===== src/rtl/ps2_pkg.sv =====
// ps2_pkg: shared frame FSM encoding, STATUS bit positions and the position clamp helper
// for the PS/2 mouse receiver.
package ps2_pkg;
    typedef enum logic [1:0] {ST_IDLE, ST_DATA, ST_PARITY, ST_STOP} frame_state_e;
    localparam int FRAME_LEN = 11;
    localparam int STS_L = 0;
    localparam int STS_R = 1;
    localparam int STS_M = 2;
    localparam int STS_SYNC = 3;
    localparam int STS_XS = 4;
    localparam int STS_YS = 5;
    localparam int STS_XO = 6;
    localparam int STS_YO = 7;

    function automatic logic [7:0] clamp_pos(input logic signed [10:0] v, input logic [7:0] max);
        return v < 0 ? 8'd0 : v > $signed({3'b000, max}) ? max : v[7:0];
    endfunction
endpackage


===== src/rtl/ps2_byte_rx.sv =====
// ps2_byte_rx: synchronises and glitch-filters PS2_CLK/PS2_DATA, deframes one 11-bit
// device-to-host frame per byte and flags parity, stop-bit and timeout errors.
module ps2_byte_rx
    import ps2_pkg::*;
#(
    parameter int FILTER_LEN = 8,
    parameter int TIMEOUT = 50000
) (
    input  logic       CLK,
    input  logic       RESET,
    input  logic       ps2_clk,
    input  logic       ps2_data,
    output logic [7:0] rx_byte,
    output logic       byte_valid,
    output logic       frame_err
);
    localparam int FW = $clog2(FILTER_LEN + 1);
    localparam int TW = $clog2(TIMEOUT + 1);

    // index 0 is the clock line, index 1 the data line
    logic [1:0] s1_q, s2_q, filt_q, filt_d;
    logic [1:0][FW-1:0] fcnt_q, fcnt_d;
    frame_state_e state_q, state_d;
    logic [2:0] cnt_q, cnt_d;
    logic [7:0] shift_q, shift_d;
    logic par_ok_q, par_ok_d;
    logic [TW-1:0] tmo_q, tmo_d;
    logic bit_edge, data_bit;

    always_ff @(posedge CLK) begin
        if (RESET) begin
            s1_q <= 2'b11;
            s2_q <= 2'b11;
            filt_q <= 2'b11;
            fcnt_q <= '0;
            state_q <= ST_IDLE;
            cnt_q <= '0;
            shift_q <= '0;
            par_ok_q <= 1'b0;
            tmo_q <= '0;
        end else begin
            s1_q <= {ps2_data, ps2_clk};
            s2_q <= s1_q;
            filt_q <= filt_d;
            fcnt_q <= fcnt_d;
            state_q <= state_d;
            cnt_q <= cnt_d;
            shift_q <= shift_d;
            par_ok_q <= par_ok_d;
            tmo_q <= tmo_d;
        end
    end

    // a level is accepted only after FILTER_LEN consecutive differing samples
    always_comb begin
        filt_d = filt_q;
        fcnt_d = '0;
        for (int i = 0; i < 2; i++) begin
            if (s2_q[i] != filt_q[i]) begin
                if (fcnt_q[i] == FW'(FILTER_LEN - 1)) filt_d[i] = s2_q[i];
                else fcnt_d[i] = fcnt_q[i] + 1'b1;
            end
        end
    end

    assign bit_edge = filt_q[0] & ~filt_d[0];
    assign data_bit = filt_q[1];
    assign rx_byte = shift_q;

    always_comb begin
        state_d = state_q;
        cnt_d = cnt_q;
        shift_d = shift_q;
        par_ok_d = par_ok_q;
        tmo_d = '0;
        byte_valid = 1'b0;
        frame_err = 1'b0;
        if (bit_edge) begin
            case (state_q)
                ST_IDLE: begin
                    state_d = data_bit ? ST_IDLE : ST_DATA;
                    cnt_d = '0;
                end
                ST_DATA: begin
                    shift_d = {data_bit, shift_q[7:1]};
                    cnt_d = cnt_q + 1'b1;
                    state_d = cnt_q == 3'(FRAME_LEN - 4) ? ST_PARITY : ST_DATA;
                end
                ST_PARITY: begin
                    par_ok_d = ^{shift_q, data_bit};
                    state_d = ST_STOP;
                end
                default: begin
                    state_d = ST_IDLE;
                    byte_valid = data_bit & par_ok_q;
                    frame_err = ~(data_bit & par_ok_q);
                end
            endcase
        end else if (state_q != ST_IDLE) begin
            if (tmo_q == TW'(TIMEOUT - 1)) begin
                state_d = ST_IDLE;
                frame_err = 1'b1;
            end else begin
                tmo_d = tmo_q + 1'b1;
            end
        end
    end
endmodule


===== src/rtl/ps2_mouse_rx.sv =====
// ps2_mouse_rx: assembles 3-byte PS/2 mouse packets into STATUS/DX/DY registers with a
// PACKET_VALID strobe; define PS2_POS_TRACK_EN for the clamped absolute position tracker.
module ps2_mouse_rx
    import ps2_pkg::*;
#(
    parameter int FILTER_LEN = 8,
    parameter int TIMEOUT = 50000,
    parameter int X_MAX = 159,
    parameter int Y_MAX = 119
) (
    input  logic       CLK,
    input  logic       RESET,
    input  logic       PS2_CLK,
    input  logic       PS2_DATA,
    output logic [7:0] MOUSE_STATUS,
    output logic [7:0] MOUSE_DX,
    output logic [7:0] MOUSE_DY,
    output logic [7:0] MOUSE_X,
    output logic [7:0] MOUSE_Y,
    output logic       PACKET_VALID,
    output logic       FRAME_ERR
);
    logic [7:0] rx_byte;
    logic byte_valid, frame_err;
    logic [1:0] idx_q, idx_d;
    logic [7:0] hold0_q, hold0_d, hold1_q, hold1_d;
    logic [7:0] status_q, status_d, dx_q, dx_d, dy_q, dy_d;
    logic pv_q, pv_d, fe_q, fe_d;

    ps2_byte_rx #(.FILTER_LEN(FILTER_LEN), .TIMEOUT(TIMEOUT)) u_byte_rx (
        .CLK(CLK),
        .RESET(RESET),
        .ps2_clk(PS2_CLK),
        .ps2_data(PS2_DATA),
        .rx_byte(rx_byte),
        .byte_valid(byte_valid),
        .frame_err(frame_err)
    );

    always_ff @(posedge CLK) begin
        if (RESET) begin
            idx_q <= '0;
            hold0_q <= '0;
            hold1_q <= '0;
            status_q <= '0;
            dx_q <= '0;
            dy_q <= '0;
            pv_q <= 1'b0;
            fe_q <= 1'b0;
        end else begin
            idx_q <= idx_d;
            hold0_q <= hold0_d;
            hold1_q <= hold1_d;
            status_q <= status_d;
            dx_q <= dx_d;
            dy_q <= dy_d;
            pv_q <= pv_d;
            fe_q <= fe_d;
        end
    end

    // bytes without the always-one sync bit cannot start a packet and are dropped
    always_comb begin
        idx_d = idx_q;
        hold0_d = hold0_q;
        hold1_d = hold1_q;
        status_d = status_q;
        dx_d = dx_q;
        dy_d = dy_q;
        pv_d = 1'b0;
        fe_d = frame_err;
        if (frame_err) begin
            idx_d = '0;
        end else if (byte_valid) begin
            if (idx_q == 2'd0) begin
                hold0_d = rx_byte[STS_SYNC] ? rx_byte : hold0_q;
                idx_d = rx_byte[STS_SYNC] ? 2'd1 : 2'd0;
            end else if (idx_q == 2'd1) begin
                hold1_d = rx_byte;
                idx_d = 2'd2;
            end else begin
                status_d = hold0_q;
                dx_d = hold1_q;
                dy_d = rx_byte;
                pv_d = 1'b1;
                idx_d = '0;
            end
        end
    end

    assign MOUSE_STATUS = status_q;
    assign MOUSE_DX = dx_q;
    assign MOUSE_DY = dy_q;
    assign PACKET_VALID = pv_q;
    assign FRAME_ERR = fe_q;

`ifdef PS2_POS_TRACK_EN
    logic [7:0] x_q, x_d, y_q, y_d;
    logic signed [10:0] nx, ny;

    always_ff @(posedge CLK) begin
        if (RESET) begin
            x_q <= 8'(X_MAX / 2);
            y_q <= 8'(Y_MAX / 2);
        end else begin
            x_q <= x_d;
            y_q <= y_d;
        end
    end

    // screen Y grows downward, so a positive mouse dY moves the pointer up
    always_comb begin
        nx = $signed({3'b000, x_q}) + $signed({{3{hold0_q[STS_XS]}}, hold1_q});
        ny = $signed({3'b000, y_q}) - $signed({{3{hold0_q[STS_YS]}}, rx_byte});
        x_d = pv_d && !hold0_q[STS_XO] ? clamp_pos(nx, 8'(X_MAX)) : x_q;
        y_d = pv_d && !hold0_q[STS_YO] ? clamp_pos(ny, 8'(Y_MAX)) : y_q;
    end

    assign MOUSE_X = x_q;
    assign MOUSE_Y = y_q;
`else
    logic [31:0] unused_max;
    assign unused_max = 32'(X_MAX + Y_MAX);
    assign MOUSE_X = '0;
    assign MOUSE_Y = '0;
`endif
endmodule

===== config.mk =====
export PLATFORM = sky130hd
export DESIGN_NAME = ps2_mouse_rx
export DESIGN_NICKNAME = d
export VERILOG_FILES = /design/src/rtl/ps2_pkg.sv /design/src/rtl/ps2_byte_rx.sv /design/src/rtl/ps2_mouse_rx.sv
export SDC_FILE = /design/constraint.sdc
export NUM_CORES = 1
export LEC_CHECK = 0
export ABC_AREA = 1
export BUFFER_PORTS_ARGS = -buffer_cell sky130_fd_sc_hd__buf_2
export CAP_MARGIN = 20
export CORE_AREA = 10 10 94 96
export DETAILED_ROUTE_END_ITERATION = 8
export DIE_AREA = 0 0 104 106
export PLACE_DENSITY = 0.75
export SLEW_MARGIN = 10
export SYNTH_ARGS = -nofsm -noshare
export SYNTH_HDL_FRONTEND = slang
export SYNTH_SLANG_ARGS = --single-unit
export TNS_END_PERCENT = 30

===== constraint.sdc =====
create_clock -name CLK -period 3.3 [get_ports CLK]
set_clock_uncertainty 0.15 [all_clocks]
set_input_delay 0.165 -clock CLK [delete_from_list [all_inputs] [get_ports CLK]]
set_output_delay 0.165 -clock CLK [all_outputs]
set_load 0.05 [all_outputs]

==> results of run 1 <==
[cells by family (layout without fill, tap and decap cells)]
family | count (synthesis) | in the layout | share of synthesized area (%)
buf+inv | 82 | 98 | 10.7
simple gates | 234 | 234 | 28.0
compound gates | 70 | 70 | 9.77
other cells | 1 | 16 | 0.100
fa+ha+maj | 5 | 5 | 1.67
xor+xnor | 11 | 11 | 2.58
flops | 88 | 88 | 47.1
[state kept, by name (all words and copies together), names as in the netlist]
signal and flops:
u_byte_rx.par_ok_q 1, PACKET_VALID 1, MOUSE_DX 8, u_byte_rx.fcnt_q 8
u_byte_rx.rx_byte 8, u_byte_rx.filt_q 2, u_byte_rx.s2_q 2, FRAME_ERR 1
MOUSE_DY 8, u_byte_rx.tmo_q 16, hold1_q 8, u_byte_rx.s1_q 2
idx_q 2, u_byte_rx.state_q 2, MOUSE_STATUS 8, u_byte_rx.cnt_q 3
hold0_q 8
[cells in the final DEF, fill, tap and decap left out, types with 9 or more instances in the layout]
master    Yosys  layout
clkbuf_8      0       9
inv_1        46      46
nand4_1      16      16
conb_1        1      16
a21oi_1      55      55
buf_2         2      29
nor2_1       46      46
o21ai_0       9       9
dfxtp_1      88      88
nand3_1      20      20
nand2_1     129     129
nor3_1        9       9
[what timing repair did]
action,in CTS,in global routing
hold endpoints to repair,2,0
hold buffers,2,0
buffers inserted,0,0
[area by class of cell]
class / instances / area share (%)
clock buffers: 9 / 3.01
clock inverters: 7 / 2.53
inverters: 49 / 4.47
multi-input cells: 336 / 39.7
flip-flops and latches: 88 / 42.9
well taps: 99 / 3.01
repair buffers: 33 / 4.38
[worst max-delay path by stage]
stage,from,end,slack [ps],depth (start not counted)
final,u_byte_rx.filt_q[1],MOUSE_DY[4],1010,6
after global routing,u_byte_rx.filt_q[1],MOUSE_STATUS[6],680,6
after CTS,u_byte_rx.filt_q[1],MOUSE_DY[4],990,6
after detailed placement,u_byte_rx.filt_q[1],MOUSE_DX[1],1030,6
after global placement,u_byte_rx.fcnt_q[0],MOUSE_STATUS[2],1120,8
after floorplan,u_byte_rx.fcnt_q[0],u_byte_rx.rx_byte[7],1480,7
[worst reg2reg max path, delay by kind of cell (launching register included)]
family                 cells  cell delay [ps]
flip-flops                 1              410
AND/OR/NAND/NOR            3              970
AO/OA/AOI/OAI              1              140
buffers and inverters      2              570
[metrics by stage]
stage,utilization (%),setup WS [ps]
CTS,58.2,994
floorplan,-,1480
detailed placement,54.7,1030
global route,58.2,677
finish,58.2,1010
global placement,54.7,1120
[metal layers]
| layer | routed length (um) | up-vias | GRT usage (%) |
|---|---|---|---|
| met4 | 154 | 0 | 6.36 |
| met5 | 0 | - | 0 |
| met1 | 3410 | 1360 | 15.9 |
| met2 | 3310 | 63 | 21.9 |
| met3 | 344 | 14 | 3.62 |
| li1 | - | 1597 | - |
[where the power goes]
group,switching [W],internal [W]
Sequential,0.00000183,0.00106
Clock,0.000393,0.000435
Combinational,0.0000557,0.00000690
Total,0.000451,0.00151
==> results.py, run 1 <==
metrics = {
    "finish": {
        "seq_area_um2": 1760,
        "fillCellCount": 642,
        "drive_gt1_share_pct": 11.9,
        "multiInputGateArea_um2": 1630,
        "area_growth_pct": 9.94,
        "fin_cells": 621,
        "num_antenna_cells": 0,
        "layout.nets": 526,
        "fin_area_um2": 4110,
    },
    "setup_path": {
        "path_cells": "inv_1, nor3_4, nand3_4, inv_2, nand2_1, a21oi_1",
        "start_kind": "flip-flop",
        "slowest_delay_ps": 510,
        "timing.rr.end": "MOUSE_DY[4]",
        "r2r-start": "u_byte_rx.filt_q[1]",
        "r2r_cells": 6,
        "r2r_slack_ps": 1010,
        "critical_path.top_delay_family": "simple AND/OR/NAND/NOR gates",
        "crit_path_top_delay_cell": "nor3_4",
        "cp_max_fo": 26,
        "cp.required_ps": 3430,
        "end_kind": "flip-flop",
        "cp.arrival_ps": 2420,
        "crit_buf_inv": 2,
        "crit_type": "flip-flop to flip-flop",
    },
    "global_route": {
        "antenna_found_initial": 0,
        "grt_pass1_vias": 2874,
        "grt_first_pass_wirelength_um": 12500,
        "grt_max_degree": 48,
        "globalRouteTotalUtil_pct": 13.3,
        "overflow": 0,
    },
    "drt": {
        "viasPerCell": 4.89,
        "first_pass_iters": 6,
        "wirelength_um": 7220,
        "drt_iter0_drc": 117,
        "wl_per_cell_um": 11.6,
        "vias": 3034,
        "ant_nets": 0,
        "drc": 0,
    },
    "synth": {
        "netlist_instances": 491,
        "synth_edf_count": 0,
        "synthTopCellsByCount": "nand2_1 (129), dfxtp_1 (88), a21oi_1 (55)",
        "synth_top_area_share_pct": 47.1,
        "ys_ff_latch": 88,
        "mappedNetlistArea_um2": 3740,
        "synth_top_area_cell": "dfxtp_1",
        "ys_types": 30,
        "yosys.cell_count.top_type": "nand2_1",
        "synthArstFlopShare_pct": 0,
        "synth_flop_cell": "dfxtp_1",
        "ys_seq_area_share_pct": 47.1,
        "synthTopCellsByArea": "dfxtp_1 (47%), nand2_1 (13%), a21oi_1 (7.4%)",
        "avgSynthCellArea_um2": 7.61,
        "yosys_warnings": 0,
    },
    "placement": {
        "placed_cell_area_um2": 3860,
        "portBuffers": 29,
        "dp_hpwl_um": 5060,
        "placedCellCount": 603,
        "place_congestion": 0.835,
    },
    "die": {
        "row_count": 31,
        "ioPinCount": 46,
        "dieArea_um2": 11000,
        "die_w_um": 104,
        "die_h_um": 106,
        "initial_core_util_pct": 53.0,
        "core_um2": 7060,
    },
    "sta": {
        "fin_crit_sh_pct": 69.5,
        "rsz0062_at_grt": "no",
        "period_needed_ps": 2290,
        "tightestPinTransition_ps": 668,
        "hold_viol_final": 0,
        "fmax_mhz": 436,
        "finalHoldWorstSlack_ps": 25.3,
        "setup_viol": 0,
        "maxSlewViolCount": 0,
        "maxSlewHeadroom_pct": 55.3,
        "setup_tns_ps": 0,
    },
    "clocking": {
        "cts_buffer_depth": 2,
        "numCtsBuffers": 9,
        "cts-resized-gates": 0,
        "clk_transition_reported_paths_ps": 90,
        "cts_tree": "built",
        "cts-root-buf": "clkbuf_8",
        "clk_latency_ps": 360,
        "htree_levels": 3,
        "clkSinkCount": 88,
    },
    "power": {
        "vdd_drop_max_mv": 0.264,
        "p_leak_nw": 1.64,
        "power.density_nw_per_um2": 476,
        "total_power_w": 0.00196,
    },
    "job": {
        "maxCapViolCount": 0,
    },
    "min_path": {
        "worstHoldEndpoint": "u_byte_rx.filt_q[0]",
        "hold_depth": 3,
        "hp-class": "primary input to flip-flop",
        "holdCritStartpoint": "RESET",
    },
    "run_status": {
        "outcome": "complete, no violations",
    },
}
No activity file was read; power rests on OpenSTA's default activity.
==> inputs of run 2 (changes only) <==
==> constraint.sdc (replaced) <==
create_clock -name CLK -period 2.2 [get_ports CLK]
set_clock_uncertainty 0.15 [all_clocks]
set_input_delay 0.11 -clock CLK [delete_from_list [all_inputs] [get_ports CLK]]
set_output_delay 0.11 -clock CLK [all_outputs]
set_load 0.05 [all_outputs]
==> run 2 against run 1 <==
Routed wire length rose by 1.2%; die area did not move; largest power group unchanged; worst setup slack got worse by 760 ps; worst hold slack improved by 240 ps; flip-flop and latch count did not move; total power rose by 57%; sequential share of layout area fell by 0.74 points; critical endpoint is now MOUSE_DY[5].
==> results.py, run 2 (synthesized netlist as in run 1, its figures left out) <==
metrics = {
    "die": {
        "core_um2": 7060,
        "row_count": 31,
        "dieArea_um2": 11000,
        "die_w_um": 104,
        "die_h_um": 106,
        "initial_core_util_pct": 53.0,
        "ioPinCount": 46,
    },
    "setup_path": {
        "cp.arrival_ps": 2100,
        "r2r-start": "u_byte_rx.fcnt_q[0]",
        "cp.required_ps": 2340,
        "cp_max_fo": 24,
        "end_kind": "flip-flop",
        "timing.rr.end": "MOUSE_DY[5]",
        "r2r_slack_ps": 250,
        "start_kind": "flip-flop",
        "crit_type": "flip-flop to flip-flop",
        "r2r_cells": 8,
    },
    "placement": {
        "dp_hpwl_um": 5100,
        "portBuffers": 29,
        "place_congestion": 0.832,
        "placedCellCount": 608,
    },
    "global_route": {
        "grt_first_pass_wirelength_um": 12800,
        "overflow": 0,
        "grt_pass1_vias": 2928,
        "globalRouteTotalUtil_pct": 13.6,
        "antenna_found_initial": 0,
        "grt_max_degree": 48,
    },
    "sta": {
        "period_needed_ps": 1950,
        "maxSlewViolCount": 0,
        "setup_tns_ps": 0,
        "finalHoldWorstSlack_ps": 266,
        "hold_viol_final": 0,
        "setup_viol": 0,
        "rsz0062_at_grt": "no",
        "fmax_mhz": 512,
        "fin_crit_sh_pct": 88.8,
    },
    "finish": {
        "drive_gt1_share_pct": 12.7,
        "layout.nets": 532,
        "num_antenna_cells": 0,
        "layout_common_cells": "nand2_1 (129), dfxtp_1 (88), a21oi_1 (55), inv_1 (46), nor2_1 (46)",
        "largest_reg_flops": 16,
        "fin_cells": 627,
        "fin_util_pct": 59.3,
        "area_growth_pct": 11.9,
        "final_common_cell": "nand2_1",
        "top_register": "u_byte_rx.tmo_q",
    },
    "drt": {
        "wirelength_um": 7310,
        "ant_nets": 0,
        "wl_per_cell_um": 11.7,
        "drc": 0,
        "viasPerCell": 4.91,
        "first_pass_iters": 4,
        "drt_iter0_drc": 156,
        "vias": 3079,
    },
    "power": {
        "total_power_w": 0.00307,
        "p_leak_nw": 1.69,
        "vdd_drop_max_mv": 0.480,
        "power.density_nw_per_um2": 734,
    },
    "clocking": {
        "numCtsBuffers": 9,
        "clk_transition_reported_paths_ps": 90,
        "cts_tree": "built",
        "clk_latency_ps": 360,
        "htree_levels": 3,
        "clkSinkCount": 88,
        "cts_buffer_depth": 2,
        "post_cts_buffers": 0,
        "cts-root-buf": "clkbuf_8",
    },
    "min_path": {
        "holdCritStartpoint": "u_byte_rx.s1_q[0]",
        "hold_depth": 1,
        "hp-class": "flip-flop to flip-flop",
        "worstHoldEndpoint": "u_byte_rx.s2_q[0]",
    },
    "run_status": {
        "outcome": "complete, no violations",
    },
    "job": {
        "maxCapViolCount": 0,
    },
}
[run 2: cell count changes in the layout (fill, tap and decap cells not counted)]
cell	delta
buf_4	+5
bufinv_16	+1
clkinv_2	+1
clkinv_4	+1
clkinvlp_4	-2
dlygate4sd3_1	+1
inv_2	-1
[run 2: cell type report]
| type | instances | area, um^2 |
|---|---|---|
| Clock inverter | 7 | 128 |
| Multi-Input combinational cell | 336 | 1630 |
| Sequential cell | 88 | 1760 |
| Inverter | 49 | 185 |
| Tap cell | 99 | 124 |
| Clock buffer | 9 | 124 |
| Fill cell | 686 | 2880 |
| Timing Repair Buffer | 39 | 228 |
[run 2: metrics by stage]
step	worst slack [ps]	instance area [um^2]
detailed placement	174	3900
global route	4.93	4180
global placement	253	3900
finish	246	4180
CTS	157	4180
floorplan	379	3790
[run 2: critical path, cell delays in order (launching register included)]
cell and delay [ps]:
dfxtp_1 360, ha_1 220, nand3_2 130, nor3_4 200
buf_4 240, nand3_4 90, clkinv_2 260, nand2_1 100
a21oi_1 140
[run 2: per-layer routing]
metal / up-vias / routed length [um] / global-route usage (%)
met5: - / 0 / 0
met4: 0 / 122 / 5.77
met3: 14 / 302 / 3.93
met2: 60 / 3420 / 22.9
met1: 1393 / 3470 / 15.9
li1: 1612 / - / -
[run 2: worst max path at each step]
stage	from	end	slack, ps
global route	u_byte_rx.fcnt_q[0]	MOUSE_DX[2]	5
detailed placement	u_byte_rx.fcnt_q[0]	MOUSE_DY[6]	170
finish	u_byte_rx.fcnt_q[0]	MOUSE_DY[5]	250
global placement	u_byte_rx.fcnt_q[0]	MOUSE_DX[4]	250
CTS	u_byte_rx.fcnt_q[0]	MOUSE_DX[2]	160
floorplan	u_byte_rx.fcnt_q[0]	u_byte_rx.rx_byte[7]	380
[run 2: power breakdown]
part	leakage (nW)	switching [W]	internal, W
clock	0.126	0.000605	0.000770
sequential	0.710	0.00000280	0.00160
combinational	0.854	0.0000842	0.0000115
total	1.69	0.000692	0.00238
[run 2: timing repair]
action | 4_1_cts | 5_1_grt
hold endpoints to repair | 12 | 0
resized for setup | 0 | 1
hold buffers | 3 | 0
endpoints found under the setup margin | 0 | 23
